--- src/rtl/cond_defs.sv ---
// Shared condition-code encodings and NZCV bit positions for the conditional-execution unit.
package cond_defs;

  localparam logic [3:0] COND_EQ = 4'b0000;
  localparam logic [3:0] COND_NE = 4'b0001;
  localparam logic [3:0] COND_CS = 4'b0010;
  localparam logic [3:0] COND_CC = 4'b0011;
  localparam logic [3:0] COND_MI = 4'b0100;
  localparam logic [3:0] COND_PL = 4'b0101;
  localparam logic [3:0] COND_VS = 4'b0110;
  localparam logic [3:0] COND_VC = 4'b0111;
  localparam logic [3:0] COND_HI = 4'b1000;
  localparam logic [3:0] COND_LS = 4'b1001;
  localparam logic [3:0] COND_GE = 4'b1010;
  localparam logic [3:0] COND_LT = 4'b1011;
  localparam logic [3:0] COND_GT = 4'b1100;
  localparam logic [3:0] COND_LE = 4'b1101;
  localparam logic [3:0] COND_AL = 4'b1110;
  localparam logic [3:0] COND_NV = 4'b1111;

  localparam int FLAG_N = 3;
  localparam int FLAG_Z = 2;
  localparam int FLAG_C = 1;
  localparam int FLAG_V = 0;

endpackage

--- src/rtl/condcheck.sv ---
// Combinational ARM condition-code evaluation against the registered NZCV flags.
module condcheck
  import cond_defs::*;
(
  input  logic [3:0] Cond,
  input  logic [3:0] Flags,
  output logic       CondEx
);

  logic n, z, c, v, ge;

  assign n  = Flags[FLAG_N];
  assign z  = Flags[FLAG_Z];
  assign c  = Flags[FLAG_C];
  assign v  = Flags[FLAG_V];
  assign ge = (n == v);

  always_comb begin
    // NOTE: default assigned before the case so no path can infer a latch.
    CondEx = 1'b0;
    case (Cond)
      COND_EQ: CondEx = z;
      COND_NE: CondEx = ~z;
      COND_CS: CondEx = c;
      COND_CC: CondEx = ~c;
      COND_MI: CondEx = n;
      COND_PL: CondEx = ~n;
      COND_VS: CondEx = v;
      COND_VC: CondEx = ~v;
      COND_HI: CondEx = c & ~z;
      COND_LS: CondEx = ~c | z;
      COND_GE: CondEx = ge;
      COND_LT: CondEx = ~ge;
      COND_GT: CondEx = ~z & ge;
      COND_LE: CondEx = z | ~ge;
      COND_AL: CondEx = 1'b1;
      default: CondEx = 1'b0;  // COND_NV is reserved and never executes
    endcase
  end

endmodule

--- src/rtl/condlogic_mc.sv ---
// Multicycle conditional-execution unit: NZCV register, delayed condition, gated writes.
// Optional execute/squash counters are enabled by defining CONDLOGIC_STATS_EN.
module condlogic_mc
  import cond_defs::*;
(
  input  logic        clk,
  input  logic        reset,
  input  logic [3:0]  Cond,
  input  logic [3:0]  ALUFlags,
  input  logic [1:0]  FlagW,
  input  logic        PCS,
  input  logic        NextPC,
  input  logic        RegW,
  input  logic        MemW,
  input  logic        IRWrite,
  output logic        PCWrite,
  output logic        RegWrite,
  output logic        MemWrite,
  output logic [3:0]  Flags
`ifdef CONDLOGIC_STATS_EN
  ,
  output logic [31:0] ExecCount,
  output logic [31:0] SquashCount
`endif
);

  logic [3:0] flags_q, flags_d;
  logic       cond_ex_delayed_q, cond_ex_delayed_d;
  logic       cond_ex;
  logic [1:0] flag_write;

  condcheck u_condcheck (
    .Cond   (Cond),
    .Flags  (flags_q),
    .CondEx (cond_ex)
  );

  assign flag_write = FlagW & {2{cond_ex}};

  always_comb begin
    flags_d           = flags_q;
    cond_ex_delayed_d = cond_ex;
    if (flag_write[1]) flags_d[FLAG_N:FLAG_Z] = ALUFlags[FLAG_N:FLAG_Z];
    if (flag_write[0]) flags_d[FLAG_C:FLAG_V] = ALUFlags[FLAG_C:FLAG_V];
  end

  // NOTE: sequential state uses non-blocking assignments so all flops update together.
  always_ff @(posedge clk) begin
    if (reset) begin
      flags_q           <= 4'b0000;
      cond_ex_delayed_q <= 1'b0;
    end else begin
      flags_q           <= flags_d;
      cond_ex_delayed_q <= cond_ex_delayed_d;
    end
  end

  // Writes lag Decode, so the delayed condition belongs to the current instruction.
  assign PCWrite  = (PCS & cond_ex_delayed_q) | NextPC;
  assign RegWrite = RegW & cond_ex_delayed_q;
  assign MemWrite = MemW & cond_ex_delayed_q;
  assign Flags    = flags_q;

`ifdef CONDLOGIC_STATS_EN
  logic        sample_pending_q, sample_pending_d;
  logic [31:0] exec_count_q, exec_count_d;
  logic [31:0] squash_count_q, squash_count_d;

  always_comb begin
    sample_pending_d = IRWrite;
    exec_count_d     = exec_count_q;
    squash_count_d   = squash_count_q;
    if (sample_pending_q) begin
      if (cond_ex) exec_count_d   = exec_count_q + 32'd1;
      else         squash_count_d = squash_count_q + 32'd1;
    end
  end

  always_ff @(posedge clk) begin
    if (reset) begin
      sample_pending_q <= 1'b0;
      exec_count_q     <= 32'd0;
      squash_count_q   <= 32'd0;
    end else begin
      sample_pending_q <= sample_pending_d;
      exec_count_q     <= exec_count_d;
      squash_count_q   <= squash_count_d;
    end
  end

  assign ExecCount   = exec_count_q;
  assign SquashCount = squash_count_q;
`else
  logic unused_irwrite;
  assign unused_irwrite = IRWrite;
`endif

endmodule

--- config.mk ---
export PLATFORM = sky130hd
export DESIGN_NAME = condlogic_mc
export DESIGN_NICKNAME = d
export VERILOG_FILES = /design/src/rtl/cond_defs.sv /design/src/rtl/condcheck.sv /design/src/rtl/condlogic_mc.sv
export SDC_FILE = /design/constraint.sdc
export NUM_CORES = 1
export LEC_CHECK = 0
export ABC_CLOCK_PERIOD_IN_PS = 3740
export BUFFER_PORTS_ARGS = -buffer_cell sky130_fd_sc_hd__buf_2
export CORE_AREA = 2 2 39 41
export CTS_CLUSTER_SIZE = 16
export DETAILED_ROUTE_END_ITERATION = 7
export DIE_AREA = 0 0 41 43
export PLACE_DENSITY = 0.66
export SKIP_CTS_REPAIR_TIMING = 1
export SLEW_MARGIN = 40
export SYNTH_ARGS = -nofsm -noshare
export SYNTH_HDL_FRONTEND = slang
export SYNTH_SLANG_ARGS = --single-unit
--- constraint.sdc ---
create_clock -name clk -period 3.74 [get_ports clk]
set_clock_uncertainty 0.15 [all_clocks]
set_input_delay 0 -clock clk [delete_from_list [all_inputs] [get_ports clk]]
set_output_delay 0 -clock clk [all_outputs]
set_load 0.03 [all_outputs]
==> flow_results.org <==
** Place
- At the placement stage, the worst setup path has a slack of about 1.8 ns.
- IO Port Bufs :: 22
- The HPWL after detailed placement is between 700 and 800 µm.
- At the end of routability-driven placement, the weighted congestion stood at about 0.74.

** Power
- In this run the power density over the cells is ~280 mW/mm².
- Share of total power consumed by net switching :: 31.4%
- Static leakage :: approximately 0.33 nW
- Sw Pwr :: between 0.06 and 0.07 mW
- Combinational power share :: 35.1%
- VDD sags by at most about 0.17 mV.
- Sequential cells burn about a third of the power.
- Proportion of power drawn by the clock network :: between 30% and 40%
- P_int :: 0.131 mW

** Die
- Die H :: roughly 43 µm
- Row generation in the floorplan step produced 14 rows.
- Number of primary I/O pins :: 24
- Overall die area :: approximately 0.0018 mm²
- From left edge to right edge, the die measures 41 µm.
- Initial core utilization :: a little under a third
- In this run the standard cell core region covers 0.00138 mm².

** CTS
- Root Driver :: sky130_fd_sc_hd__clkbuf_4
- Clk sinks :: 5
- TritonCTS built the clock tree.
- Number of buffers on the longest clock path :: 2
- Clock H-tree levels :: 1
- Clock network latency to the later pin of the worst-skew pair :: 0.24 ns
- Clock-pin slew on the worst setup and hold paths :: around 0.04 ns
- TritonCTS created 3 clock buffers.

** Yosys
- FFs w/ async S/R, synth :: 0%
- Synthesized cell area :: around 420 µm²
- Counting every net in the synthesized netlist gives 65.
- Yosys warning total :: 0
- Sequential cells were found to cover between 20% and 30% of the synthesized design area.
- Ranking of synthesized cells by area :: sky130_fd_sc_hd__dfxtp_1, sky130_fd_sc_hd__mux2i_1, sky130_fd_sc_hd__nand2b_1, sky130_fd_sc_hd__and2_1, sky130_fd_sc_hd__xnor2_1
- The synthesized design contains 5 register bits.
- Cell variety after synth :: 27
- The cell count after synthesis came out at 48.
- Counting instances in the post-synthesis netlist gives the leading cell types as sky130_fd_sc_hd__mux2i_1, sky130_fd_sc_hd__nand2b_1, sky130_fd_sc_hd__dfxtp_1.
- Number of flops mapped to enable cells by yosys :: 0
- Area share of the leading cell type in the synthesized netlist :: roughly a quarter
- Average instance area after synthesis :: between 8 and 9 µm²
- The biggest area contributor in the post-synthesis netlist is sky130_fd_sc_hd__dfxtp_1.
- Flip-flop cell with the highest count after synthesis :: sky130_fd_sc_hd__dfxtp_1

** Timing
- Final setup vio count :: 0
- Headroom to the max-slew limit :: about two thirds
- For the pin with the worst max-slew slack, the measured transition is 0.489 ns.
- Summed over all failing endpoints, the final setup total negative slack is 0 ns.
- Part of the cycle the worst path needs :: about two thirds
- Achievable frequency :: 398 MHz
- Setup repair after global routing left no endpoint under its margin.
- Subtracting the final worst setup slack from the clock period gives roughly 2.5 ns.
- Setup slack of the critical path after layout :: 1.22 ns
- The max-slew violation count came to 0.
- Number of hold violations in the final report :: 0

** GRT
- The first global-routing pass estimated 1440 µm of wire.
- Vias in the first global route :: 340
- Total gr overflow :: 0
- Global routing used between 10% and 20% of the available tracks.
- Antenna violations before repair :: 0
- Maximum number of pins on one net before global-route repair :: 10

** Detailed routing
- The final layout contains routed wiring with a total length of about 1200 µm.
- Via density :: between 4 and 5
- Post-route ant nets :: 0
- DR WL/cell :: between 10 and 15 µm
- In this run, the number of DRC markers left after iteration 0 of detailed routing was 5.
- The detailed router placed 485 vias in this run.
- Before antenna repair, the detailed router went through 2 iterations.
- Remaining design rule violation count :: 0

** Critical path
- Crit end category :: register
- STA classifies the critical path startpoint as a register.
- STA puts the critical path data required time at approximately 3.8 ns.
- Critical path arrival :: 2.55 ns
- Category of the most critical setup path :: reg2reg
- Along the worst path, the maximum fanout reaches 5.

** Finish
- Post-layout nets :: 101
- The repair_antennas step left the layout with diodes totalling 0.
- Area growth from synthesis to final layout :: 59.6%
- Cells with a size suffix above 1 make up between 30% and 40% of the layout.

** Outcome
- The run finished with clean final reports.

** Min path
- Class of the tightest hold or removal check :: in2reg

** Job
- Maximum capacitance violations :: 0
==> metrics by stage <==
| step | utilization (%) | cells | cell area, µm² | power (mW) | hold slack, ns |
|---|---|---|---|---|---|
| after CTS | 41.4 | 89 | 573 | 0.186 | -0.146 |
| final | 48.6 | 99 | 673 | 0.191 | 0.135 |
| after detailed placement | 39.5 | 85 | 547 | 0.122 | 0.111 |
| after global routing | 48.6 | 99 | 673 | 0.204 | 0.181 |
| after global placement | 39.5 | 85 | 547 | 0.121 | 0.110 |
| after floorplan | - | 48 | 422 | 0.102 | -0.0776 |
==> critical path: stages (launching register included) <==
cell,delay (ns)
sky130_fd_sc_hd__dfxtp_1,0.42
sky130_fd_sc_hd__xnor2_1,0.17
sky130_fd_sc_hd__a221oi_2,0.29
sky130_fd_sc_hd__a311oi_2,0.16
sky130_fd_sc_hd__o31ai_1,0.48
sky130_fd_sc_hd__mux2i_1,0.23
sky130_fd_sc_hd__dlygate4sd3_1,0.56
==> final timing paths <==
| check | start | to | slack [ns] | cells after the start |
|---|---|---|---|---|
| min | Cond[1] | cond_ex_delayed_q | 0.14 | 4 |
| max | Flags[0] | Flags[2] | 1.22 | 6 |
| max reg2reg | Flags[0] | Flags[2] | 1.22 | 6 |
| min reg2reg | Flags[0] | cond_ex_delayed_q | 0.72 | 4 |
==> routing by layer <==
metal	wire [µm]	global-route usage, %	vias up	share of wire [%]
li1	-	-	249	-
met1	526	16.7	222	45
met2	569	15.3	12	49
met3	50	1.57	2	4.3
met4	12	12.0	0	1.0
met5	0	0	-	0
==> logic make-up (layout without fill, tap and decap cells) <==
| family | count (synthesis) | count (layout) | share of synthesized area [%] |
|---|---|---|---|
| buffers and inverters | 3 | 38 | 2.97 |
| and+or+nand+nor | 23 | 23 | 34.4 |
| AOI/OAI and AO/OA | 8 | 8 | 18.4 |
| DFF | 5 | 5 | 23.7 |
| xor gates and xnor gates | 3 | 3 | 6.23 |
| muxes | 6 | 6 | 14.2 |
==> cells in the final DEF (no fill, tap or decap), types with 2 or more instances in the layout <==
cell and count:
sky130_fd_sc_hd__and2_1 3, sky130_fd_sc_hd__dlygate4sd3_1 10, sky130_fd_sc_hd__inv_1 2, sky130_fd_sc_hd__buf_2 22, sky130_fd_sc_hd__mux2i_1 6, sky130_fd_sc_hd__dfxtp_1 5, sky130_fd_sc_hd__o31ai_1 2, sky130_fd_sc_hd__xnor2_1 2
sky130_fd_sc_hd__nor2_1 2, sky130_fd_sc_hd__clkbuf_4 3, sky130_fd_sc_hd__or2b_1 2, sky130_fd_sc_hd__nand2b_1 6
==> registers in the layout, summed over array words and instances (netlist names) <==
signal,count
Flags,4
cond_ex_delayed_q,1
==> power groups by stage <==
stage	logic, mW	registers (mW)	clock network (mW)
floorplan	0.0333	0.0685	0
global placement	0.0571	0.0637	0
detailed placement	0.0582	0.0641	0
CTS	0.0584	0.0631	0.0645
global route	0.0724	0.0638	0.0679
finish	0.0672	0.0632	0.0610
==> cell type report <==
type                       count  area [µm²]
tap                           16        20.0
timing repair buffer          32         210
clock buffer                   4        26.3
fill                         139         711
sequential                     5         100
inverter                       2        7.51
multi-input combinational     40         309
(Power assumes the default switching activity.)
